===== config.mk =====
export PLATFORM = sky130hd
export DESIGN_NAME = aes_keyram_ctrl_param
export DESIGN_NICKNAME = d
export VERILOG_FILES = /design/src/rtl/aes_keyram_ctrl_param.sv
export SDC_FILE = /design/constraint.sdc
export NUM_CORES = 1
export LEC_CHECK = 0
export CORE_AREA = 10 10 139 141
export DETAILED_ROUTE_END_ITERATION = 8
export DIE_AREA = 0 0 149 151
export PLACE_DENSITY_LB_ADDON = 0.3
export SKIP_CTS_REPAIR_TIMING = 1
export SLEW_MARGIN = 15
export SYNTH_ARGS = -nofsm -noshare
export SYNTH_HDL_FRONTEND = slang
export SYNTH_SLANG_ARGS = --single-unit

===== constraint.sdc =====
create_clock -name clk -period 4.79 [get_ports clk]
set_input_delay 0.958 -clock clk [delete_from_list [all_inputs] [get_ports clk]]
set_output_delay 0.958 -clock clk [all_outputs]
set_load 0.005 [all_outputs]

===== src/rtl/aes_keyram_ctrl_param.sv =====
// aes_keyram_ctrl_param
// ---------------------------------------------------------------------------
// Round-key RAM read controller. It fetches one round key as BEATS consecutive
// RAM words, assembles it in a shadow register and publishes it on
// key_round_rd with a one-cycle key_valid pulse. Round order is ascending
// (encrypt) or descending (decrypt). One extra request can be queued while a
// fetch is in flight. Overflow requests are dropped and flagged on key_err.
//
// Handshake: key_req is a single-cycle request pulse. Each accepted request
// produces exactly one key_valid pulse, in request order. A request is
// accepted when the controller is idle, or when it is busy and nothing is
// queued yet. Otherwise the request is dropped and key_err is set.
// key_round_rd, round_idx and key_last are meaningful while key_valid is high.
// key_round_rd and round_idx then hold until the next key_valid.
//
// Optional build macro:
//   KEYRAM_RDLAT2_EN - RAM read latency of 2 cycles (output-registered BRAM).
//                      When it is not defined the read latency is 1 cycle.
//
// Ports:
//   clk          clock
//   kill_n       asynchronous active-low reset
//   en_wr        key-expansion write enable; owns the RAM address, aborts fetch
//   addr_wr      key-expansion write address
//   key_start    pulse: latch dir, reload round pointer, abort any fetch
//   dir          0 = ascending rounds, 1 = descending rounds
//   key_req      pulse: request the next round key
//   ram_out      RAM read data
//   addr         RAM address (addr_wr while en_wr, else read address)
//   key_round_rd assembled round key
//   key_valid    one-cycle pulse: key_round_rd updated
//   key_last     final round of the sequence, with key_valid
//   round_idx    round index of key_round_rd
//   busy         fetch in progress
//   key_err      sticky request overflow, cleared by key_start
// ---------------------------------------------------------------------------
module aes_keyram_ctrl_param #(
  parameter int RAM_DW     = 64,
  parameter int KEY_W      = 128,
  parameter int NUM_ROUNDS = 11,
  parameter int ADDR_W     = 5,
  localparam int RIDX_W    = (NUM_ROUNDS > 1) ? $clog2(NUM_ROUNDS) : 1
) (
  input  logic              clk,
  input  logic              kill_n,
  input  logic              en_wr,
  input  logic [ADDR_W-1:0] addr_wr,
  input  logic              key_start,
  input  logic              dir,
  input  logic              key_req,
  input  logic [RAM_DW-1:0] ram_out,
  output logic [ADDR_W-1:0] addr,
  output logic [KEY_W-1:0]  key_round_rd,
  output logic              key_valid,
  output logic              key_last,
  output logic [RIDX_W-1:0] round_idx,
  output logic              busy,
  output logic              key_err
);

  // KEY_W must be an integer multiple of RAM_DW.
  localparam int BEATS  = KEY_W / RAM_DW;
  localparam int BEAT_W = (BEATS > 1) ? $clog2(BEATS) : 1;
`ifdef KEYRAM_RDLAT2_EN
  localparam int RDLAT  = 2;
`else
  localparam int RDLAT  = 1;
`endif

  typedef enum logic [1:0] {IDLE, ISSUE, DRAIN, DONE} state_t;

  state_t             state, state_d;
  logic [BEAT_W-1:0]  beat;        // beat being addressed in ISSUE
  logic [BEAT_W-1:0]  cap_beat;    // beat whose data is on ram_out
  logic [RDLAT-1:0]   pipe;        // tracks issued beats through the RAM latency
  logic [KEY_W-1:0]   shadow;
  logic [KEY_W-1:0]   key_next;
  logic [RIDX_W-1:0]  ptr, ptr_step, start_ptr;
  logic               dir_r;
  logic               pending;
  logic [ADDR_W-1:0]  addr_rd;
  logic               abort, req_ok, cap_en, cap_last, issue_last;

  // en_wr owns the RAM port and swallows any request issued alongside it.
  assign abort      = en_wr | key_start;
  assign req_ok     = key_req & ~en_wr;
  assign cap_en     = pipe[RDLAT-1];
  assign cap_last   = (cap_beat == BEAT_W'(BEATS-1));
  assign issue_last = (beat == BEAT_W'(BEATS-1));

  assign addr_rd = ADDR_W'(32'(ptr) * BEATS + 32'(beat));
  assign addr    = en_wr ? addr_wr : addr_rd;

  assign busy      = (state != IDLE);
  // A DONE cycle means the key is already registered. An abort arriving in
  // that same cycle only affects what follows.
  assign key_valid = (state == DONE);
  assign key_last  = (state == DONE) &&
                     (dir_r ? (round_idx == '0)
                            : (round_idx == RIDX_W'(NUM_ROUNDS-1)));

  // Start value: key_start takes the new direction, other aborts keep dir_r.
  assign start_ptr = (key_start ? dir : dir_r) ? RIDX_W'(NUM_ROUNDS-1) : '0;

  always_comb begin
    ptr_step = ptr;
    if (dir_r) ptr_step = (ptr == '0) ? RIDX_W'(NUM_ROUNDS-1) : ptr - 1'b1;
    else       ptr_step = (ptr == RIDX_W'(NUM_ROUNDS-1)) ? '0 : ptr + 1'b1;
  end

  // Final beat goes straight from ram_out into the published key. A partial
  // key therefore never appears on key_round_rd.
  always_comb begin
    key_next = shadow;
    key_next[32'(cap_beat) * RAM_DW +: RAM_DW] = ram_out;
  end

  always_comb begin
    state_d = state;
    case (state)
      IDLE:    if (req_ok) state_d = ISSUE;
      ISSUE:   if (issue_last) state_d = DRAIN;
      DRAIN:   if (cap_en && cap_last) state_d = DONE;
      DONE:    state_d = (pending || req_ok) ? ISSUE : IDLE;
      default: state_d = IDLE;
    endcase
    // A start paired with a request restarts immediately on the new pointer.
    if (abort) state_d = (key_start && req_ok) ? ISSUE : IDLE;
  end

  always_ff @(posedge clk or negedge kill_n) begin
    if (!kill_n) begin
      state        <= IDLE;
      beat         <= '0;
      cap_beat     <= '0;
      pipe         <= '0;
      shadow       <= '0;
      key_round_rd <= '0;
      round_idx    <= '0;
      ptr          <= '0;
      dir_r        <= 1'b0;
      pending      <= 1'b0;
      key_err      <= 1'b0;
    end else begin
      state <= state_d;
      if (abort) begin
        // Flushing the capture pipe discards RAM data still in flight.
        beat     <= '0;
        cap_beat <= '0;
        pipe     <= '0;
        pending  <= 1'b0;
        ptr      <= start_ptr;
        if (key_start) begin
          dir_r   <= dir;
          key_err <= 1'b0;
        end
      end else begin
        pipe <= RDLAT'({pipe, state == ISSUE});
        if (state == ISSUE) beat <= issue_last ? '0 : beat + 1'b1;
        if (cap_en) begin
          shadow[32'(cap_beat) * RAM_DW +: RAM_DW] <= ram_out;
          if (cap_last) begin
            key_round_rd <= key_next;
            round_idx    <= ptr;
            cap_beat     <= '0;
          end else begin
            cap_beat <= cap_beat + 1'b1;
          end
        end
        case (state)
          ISSUE, DRAIN: begin
            if (req_ok) begin
              if (pending) key_err <= 1'b1;
              else         pending <= 1'b1;
            end
          end
          DONE: begin
            ptr <= ptr_step;
            // A queued request launches now. A fresh request in this cycle
            // either takes the free slot or, if one was queued, overflows.
            if (pending) begin
              pending <= 1'b0;
              if (req_ok) key_err <= 1'b1;
            end
          end
          default: ;
        endcase
      end
    end
  end

endmodule


## Word-level counts from Yosys, hierarchy flattened

Index checks and enable logic that the tools add are counted.

| operators by class | value |
|---|---|
| add/subtract/negate cells | 6 |
| equality and inequality tests | 13 |
| shift-type cells | 2 |
| muxes and demuxes | 33 |
| bitwise gates (word level) | 4 |
| reduce and logical (&&, ||, !) cells | 18 |

Operators with widths:

| operator | count |
|---|---|
| $bwmux 128 | 1 |
| $shift 64x34->128 const A | 1 |
| $shiftx 64x34->128 | 1 |
| $neg 7->34 | 1 |
| $mux 4 | 6 |
| $mux 1 | 18 |
| $ne 3x3->1 const B | 5 |
| $eq 4x4->1 const B | 2 |
| $logic_not 4->1 | 2 |
| $mux 2 | 4 |
| $pmux 2 s4 | 1 |
| $reduce_bool 2->1 | 4 |
| $ne 3x1->1 const B | 2 |
| $reduce_and 3->1 | 2 |
| $reduce_and 6->1 | 1 |
| $add 5x1->5 | 1 |
| $mux 5 | 1 |
| $add 4x1->4 const B | 1 |
| $eq 2x2->1 const B | 2 |
| $pmux 1 s2 | 2 |
| $reduce_and 2->1 | 2 |
| $sub 4x1->4 const B | 1 |
| $logic_and 1x1->1 | 3 |
| $reduce_bool 3->1 | 1 |
| 9 further kinds | 11 |

| word-level totals | value |
|---|---|
| register bits | 272 |
| input port bits | 75 |
| output and inout bits | 141 |
| word-level logic and storage cells | 87 |

## Logic depth before layout (Yosys ltp)

Gate-level depths: netlist of the first run.

| logic depth | value |
|---|---|
| depth in word-level cells | 6 |
| gate-level depth with buffers | 7 |
| gate-level depth less buffers | 6 |

## Worst setup path after synthesis of the first run

No wires, ideal clock.

| path | value |
|---|---|
| path type | input to output |
| start | in en_wr |
| end | out addr[0] |
| arrival time | 1.457 ns |
| required time | 3.832 ns |
| setup slack | 2.375 ns |
| cell stages on the path | 2 |
| path buffers | 1 |
| path through | buf_2 -> mux2_2 |

| on the way | value |
|---|---|
| cells in the longest elaborated chain, start to end | 1 |

Ends and longest elaborated chain:

| what | RTL line | source |
|---|---|---|
| start: declaration | 46 | `input logic en_wr,` |
| $mux 5 | 92 | `assign addr = en_wr ? addr_wr : addr_rd;` |
| end: declaration | 52 | `output logic [ADDR_W-1:0] addr,` |

Every way passes these cells.

## Worst setup path in the final report of the first run

Same ends and word-level chain as after synthesis.

==> summary.txt, run 1 <==
Clocking
  – Worst-Skew Late Latency: 0.49 ns
  – Clk slew on worst S/H paths: 0.06 ns
  – Clock tree buffer depth: 3
  – CTS H-tree depth: 1
  – CTS tree: done
  – # clock sinks: 208
  – CTS Buf Count: 22
  – Clock root buffer: clkbuf_16

Route
  – Via count: 6039
  – Number of routed nets with antenna violations: 0
  – Drt initial violations: 378
  – DR DRC count: 0
  – DRT Wirelength: 20500 um
  – First-pass iteration count of the detailed router: 5
  – Via density: 4.89
  – WL/cell: 16.6 um

Floorplan
  – # IOs: 216
  – Num rows: 47
  – Starting Density: 50.2%
  – Die X: 149 um
  – Die ar.: 22500 sq um
  – Die Y: 151 um
  – CORE AREA: 16500 sq um

Worst hold path
  – Worst hold path class: flop to flop
  – Hold Path Cell Cnt: 2
  – Hold_sp: shadow[38]
  – Worst hold endpoint: key_round_rd[38]

STA
  – RSZ-0062 raised after global routing: no
  – Max_slew headroom: 40.6%
  – Hold Vio Cnt, Final: 0
  – Slew @ Worst Pin: 0.892 ns
  – Fmax achieved: 285 MHz
  – Hold Slack: 0.455 ns
  – Worst Slack Setup Final: 1.28 ns
  – Final setup fails: 0
  – Crit share post-route: 73.3%
  – Setup_tns: 0 ns
  – Clk_skew: 0.00815 ns
  – Slew Viols, Final: 0
  – Final min period: 3.51 ns

Worst setup path
  – Kind of critical path: input pin to primary output
  – Slowest-stage cell, CP: clkdlybuf4s50_1
  – Worst r2r src: cap_beat
  – CP max FO: 12
  – CP Cell Sequence: clkdlybuf4s50_1 > mux2_2 > clkdlybuf4s50_1
  – Crit start category: input pin
  – Arr. time, crit path: 2.55 ns
  – FF-to-FF path depth: 4
  – Worst path required time: 3.83 ns
  – Cell mode on critical path: clkdlybuf4s50_1
  – FF-to-FF End: key_round_rd[44]
  – Critical Path End Type: primary output
  – R2r setup slk: 2.83 ns
  – Slowest stage delay, CP: 0.75 ns

Place
  – Detailed placer's ending HPWL: 14000 um
  – IO buf count: 215
  – GP Congestion: 0.771
  – Worst slack at placement: 1.27 ns

GRT
  – First-pass GRT wire length: 33200 um
  – Initial antenna violation count: 0
  – Vias in the first global route: 6258
  – GR Util All Layers: 17.9%
  – Largest net degree at the start of global routing: 113
  – GRT overflow: 0

Synthesis
  – Mapped cell area: 8270 sq um
  – Post-synth EDFFs: 0
  – Post-synth top flop: dfrtp_1
  – Asr flop ratio synth: 100%
  – Yosys warnings: 0
  – Synth cell types: 41
  – Register area share after synthesis: 63.0%
  – Synth Instances: 798
  – Synthesized area per cell: 10.4 sq um
  – Synth Net Count: 881
  – Flops & latches, synth: 208

Finish
  – Most frequent cells in the layout: nand2_1, clkdlybuf4s50_1, dfrtp_1
  – Ratio of cells with drive above 1 in the final layout: 9.45%
  – Final Net Count: 1085
  – Diodes inserted: 0
  – Area growth syn-to-layout: 37.2%
  – Commonest non-fill, non-tap cell in the layout: nand2_1

Pwr
  – Peak VDD IR: 0.000316 V
  – Power Density: 390 nW/um^2
  – Pleak: 5.61 nW

Run status
  – Outcome: completed

Run
  – Max-capacitance violation count: 0
-- where the power goes --
part           total (mW)  switching (mW)  leakage (nW)  internal [mW]
Clock                1.86           0.669         0.390           1.19
Sequential           2.11           0.125          2.81           1.98
Combinational       0.450           0.171          2.41          0.279
Total                4.42           0.965          5.61           3.45
-- metrics by stage --
stage	std cells	utilization [%]	area (sq um)	power [mW]
detailed placement	1198	64.0	10500	2.59
global placement	1198	64.0	10500	2.56
floorplan	798	-	8270	2.35
CTS	1236	68.9	11300	4.47
finish	1236	68.9	11300	4.42
global route	1236	68.9	11300	4.62
-- sequential cells by signal, indices dropped and copies added (netlist names) --
| signal | flops |
|---|---|
| beat | 1 |
| pending | 1 |
| cap_en | 1 |
| shadow | 64 |
| cap_beat | 1 |
| round_idx | 4 |
| key_round_rd | 128 |
| dir_r | 1 |
| ptr | 4 |
| state | 2 |
| key_err | 1 |
-- layout make-up --
class                      count  area [sq um]
clock inverter                 7           164
fill                        1254          5120
timing repair buffer         221          2240
inverter                       7          26.3
sequential                   208          5200
clock buffer                  31           636
multi-input combinational    542          2800
tap                          220           275
-- worst max-delay path by stage --
stage | start | end | slack, ns
finish | en_wr | addr[0] | 1.28
floorplan | en_wr | addr[0] | 2.38
global route | en_wr | addr[0] | 1.21
detailed placement | en_wr | addr[0] | 1.27
global placement | en_wr | addr[0] | 1.26
CTS | en_wr | addr[0] | 1.26
-- critical path, delay by kind of cell --
kind / cells / cell delay [ns]
buffers and inverters: 2 / 1.20
muxes: 1 / 0.39
-- cell families after synthesis --
kind of cell	share of synthesized area (%)
adders and majority gates	1.21
AOI/OAI and AO/OA	2.57
xor gates and xnor gates	0.212
DFF	63.0
buffers and inverters	3.42
muxes	9.13
and+or+nand+nor	20.5
-- cells in the mapped netlist, types with 2 or more instances --
| library cell | instances | area share (%) |
|---|---|---|
| ha_1 | 8 | 1.2 |
| dfrtp_1 | 208 | 63 |
| buf_6 | 6 | 0.82 |
| mux2_2 | 48 | 6.5 |
| xnor2_1 | 2 | 0.21 |
| buf_4 | 9 | 0.82 |
| o21ai_0 | 12 | 0.73 |
| inv_1 | 7 | 0.32 |
| a31oi_1 | 2 | 0.15 |
| nor4_1 | 2 | 0.15 |
| clkbuf_1 | 6 | 0.27 |
| a21oi_1 | 6 | 0.36 |
| nand3_1 | 2 | 0.12 |
| buf_2 | 19 | 1.2 |
| nand2_1 | 400 | 18 |
| nor2b_1 | 6 | 0.45 |
| nor2_1 | 11 | 0.50 |
| and2_1 | 2 | 0.15 |
| mux2_1 | 19 | 2.6 |
| o211ai_1 | 2 | 0.18 |
-- per-layer routing --
metal  vias to the layer above  global-route usage, %  share of wire (%)
li1                       2924                      -                  -
met1                      2904                   23.1                 42
met2                       190                   28.6                 47
met3                        21                   6.77                 10
met4                         0                   3.19                1.2
met5                         -                      0                  0
Power figures use the tool's default switching activity.
==> run 2, diff against run 1 <==
- CORE_AREA: 10 10 139 141 -> 10 10 143 145
- DIE_AREA: 0 0 149 151 -> 0 0 153 155
- clock period: 4.79 -> 3.65 ns (I/O delays scaled with it)
==> run 2 against run 1 <==
Effect of this change:
- clock skew decreased by 0.0011 ns
- largest power group unchanged
- combinational power increased by 32%
- setup slack got worse by 0.72 ns
- count of clock-buffer cells in the layout increased by 4
- critical endpoint is now key_last
- die area increased by 5.4%
- worst hold slack got worse by 0.11 ns
- flip-flop and latch count unchanged
- cell count increased by 1.1%
- global-route usage decreased by 1.1 points
- via count increased by 0.68%
- total power increased by 25%
==> summary.txt, run 2 (synthesis results as in run 1) <==
Place
  – Detailed placer's ending HPWL: 13900 um (-0.26%)
  – GP Congestion: 0.755 (-2.1%)
  – IO buf count: 215 (unchanged)

STA
  – Setup_tns: 0 ns (unchanged)
  – Max_slew headroom: 40.8% (+0.29 points)
  – Final min period: 3.09 ns
  – Slew Viols, Final: 0 (unchanged)
  – Slew @ Worst Pin: 0.887 ns (-0.00431 ns)
  – Hold Vio Cnt, Final: 0 (unchanged)
  – Fmax achieved: 324 MHz
  – Clk_skew: 0.00710 ns (-0.00105 ns)
  – Final setup fails: 0 (unchanged)
  – RSZ-0062 raised after global routing: no
  – Crit share post-route: 84.7%

Worst setup path
  – Delay-heaviest family, CP: buffers and inverters
  – Slowest stage delay, CP: 0.56 ns (-0.19 ns)
  – Worst r2r src: state[0]
  – CP max FO: 10 (-2)
  – Critical Path End Type: primary output
  – Buf+Inv Stages, Crit Path: 2 (unchanged)
  – Kind of critical path: flop to primary output
  – Crit. path cell count: 4 (+1)
  – Crit start category: flop
  – Worst path required time: 2.92 ns (-0.91 ns)
  – Slowest-stage cell, CP: clkdlybuf4s50_1
  – Critical Path Start: state[0]
  – Arr. time, crit path: 2.36 ns (-0.19 ns)
  – FF-to-FF path depth: 6 (+2)
  – CP Cell Sequence: ha_1 > inv_1 > nor4_1 > clkdlybuf4s50_1

Clocking
  – CTS H-tree depth: 1 (unchanged)
  – # clock sinks: 208 (unchanged)
  – Worst-Skew Late Latency: 0.49 ns (about the same)
  – Clock tree buffer depth: 3 (unchanged)
  – CTS tree: done
  – Clock root buffer: clkbuf_16
  – CTS Buf Count: 22 (unchanged)
  – Clk slew on worst S/H paths: 0.06 ns (about the same)

Route
  – DRT Wirelength: 20500 um (about the same)
  – DR DRC count: 0 (unchanged)
  – Drt initial violations: 365 (-3.4%)
  – Via count: 6080 (+0.68%)
  – Number of routed nets with antenna violations: 0 (unchanged)
  – WL/cell: 16.4 um (-1.1%)
  – Via density: 4.86 (-0.45%)
  – First-pass iteration count of the detailed router: 6 (+1)

Floorplan
  – # IOs: 216 (unchanged)
  – Die X: 153 um (+2.7%)
  – Die Y: 155 um (+2.6%)
  – Num rows: 49 (+4.3%)
  – CORE AREA: 17700 sq um (+7.2%)
  – Die ar.: 23700 sq um (+5.4%)
  – Starting Density: 46.8% (-3.4 points)

Pwr
  – Power Density: 487 nW/um^2 (+25%)
  – Pleak: 5.60 nW (-0.24%)
  – Peak VDD IR: 0.000404 V (+28%)
  – Power, Total: 5.51 mW (+25%)

GRT
  – GR Layer Usage met3: 6.48% (-0.29 points)
  – Grt peak-use layer: met2
  – Grt met1 use: 21.4% (-1.7 points)
  – Vias in the first global route: 6333 (+1.2%)
  – GRT overflow: 0 (unchanged)
  – Largest net degree at the start of global routing: 105 (-7.1%)
  – Initial antenna violation count: 0 (unchanged)
  – GR Util All Layers: 16.8% (-1.1 points)
  – First-pass GRT wire length: 33500 um (+1.1%)
  – GR Util met2: 26.9% (-1.7 points)

Finish
  – Final Net Count: 1089 (+0.37%)
  – Commonest non-fill, non-tap cell in the layout: nand2_1
  – Ratio of cells with drive above 1 in the final layout: 9.50% (+0.052 points)
  – Reg with most FFs: key_round_rd
  – Area growth syn-to-layout: 36.9%
  – Register area: 5200 sq um (unchanged)
  – Diodes inserted: 0 (unchanged)
  – Fillcell total: 1406 (+12%)
  – Most frequent cells in the layout: nand2_1, clkdlybuf4s50_1, dfrtp_1
  – Biggest regs: key_round_rd (128), shadow (64)
  – Max reg flops: 128 (unchanged)
  – Area of the multi-input gates: 2800 sq um (unchanged)

Run status
  – Outcome: completed

Run
  – Max-capacitance violation count: 0 (unchanged)

Worst hold path
  – Worst hold path class: input pin to async pin
[run 2: layout make-up]
class                   instances  area share (%)
clock buffers                  35            5.75
clock inverters                 4           0.420
inverters                       7           0.232
multi-input cells             542            24.7
flip-flops and latches        208            46.0
well taps                     229            2.53
repair buffers                225            20.4
[run 2: final timing paths]
| kind | end | slack [ns] |
|---|---|---|
| min | key_round_rd[80] | 0.35 |
| min reg2reg | key_round_rd[44] | 0.46 |
| min in group clk | key_round_rd[44] | 0.46 |
| max | key_last | 0.56 |
| max reg2reg | state[0] | 1.91 |
| max in group asynchronous | key_round_rd[70] | 2.50 |
[run 2: report_power, final]
| part | internal, mW | switching, mW |
|---|---|---|
| Combinational | 0.369 | 0.224 |
| Sequential | 2.60 | 0.154 |
| Clock | 1.29 | 0.868 |
| Total | 4.26 | 1.25 |
[run 2: stage by stage]
stage	utilization [%]	std cells	hold WS (ns)	area (sq um)	setup slack, ns
2_1_floorplan	-	798	0.432	8270	1.68
3_3_place_gp	60.1	1211	0.439	10600	0.591
3_5_place_dp	60.1	1211	0.445	10600	0.572
4_1_cts	64.1	1250	0.383	11300	0.534
5_1_grt	64.1	1250	0.405	11300	0.423
6_report	64.1	1250	0.345	11300	0.560
[run 2: metal layers]
metal | up-vias | part of all wire (%)
met5 | - | 0
met4 | 0 | 0.88
met3 | 17 | 9.2
met2 | 176 | 47
met1 | 2944 | 43
li1 | 2943 | -
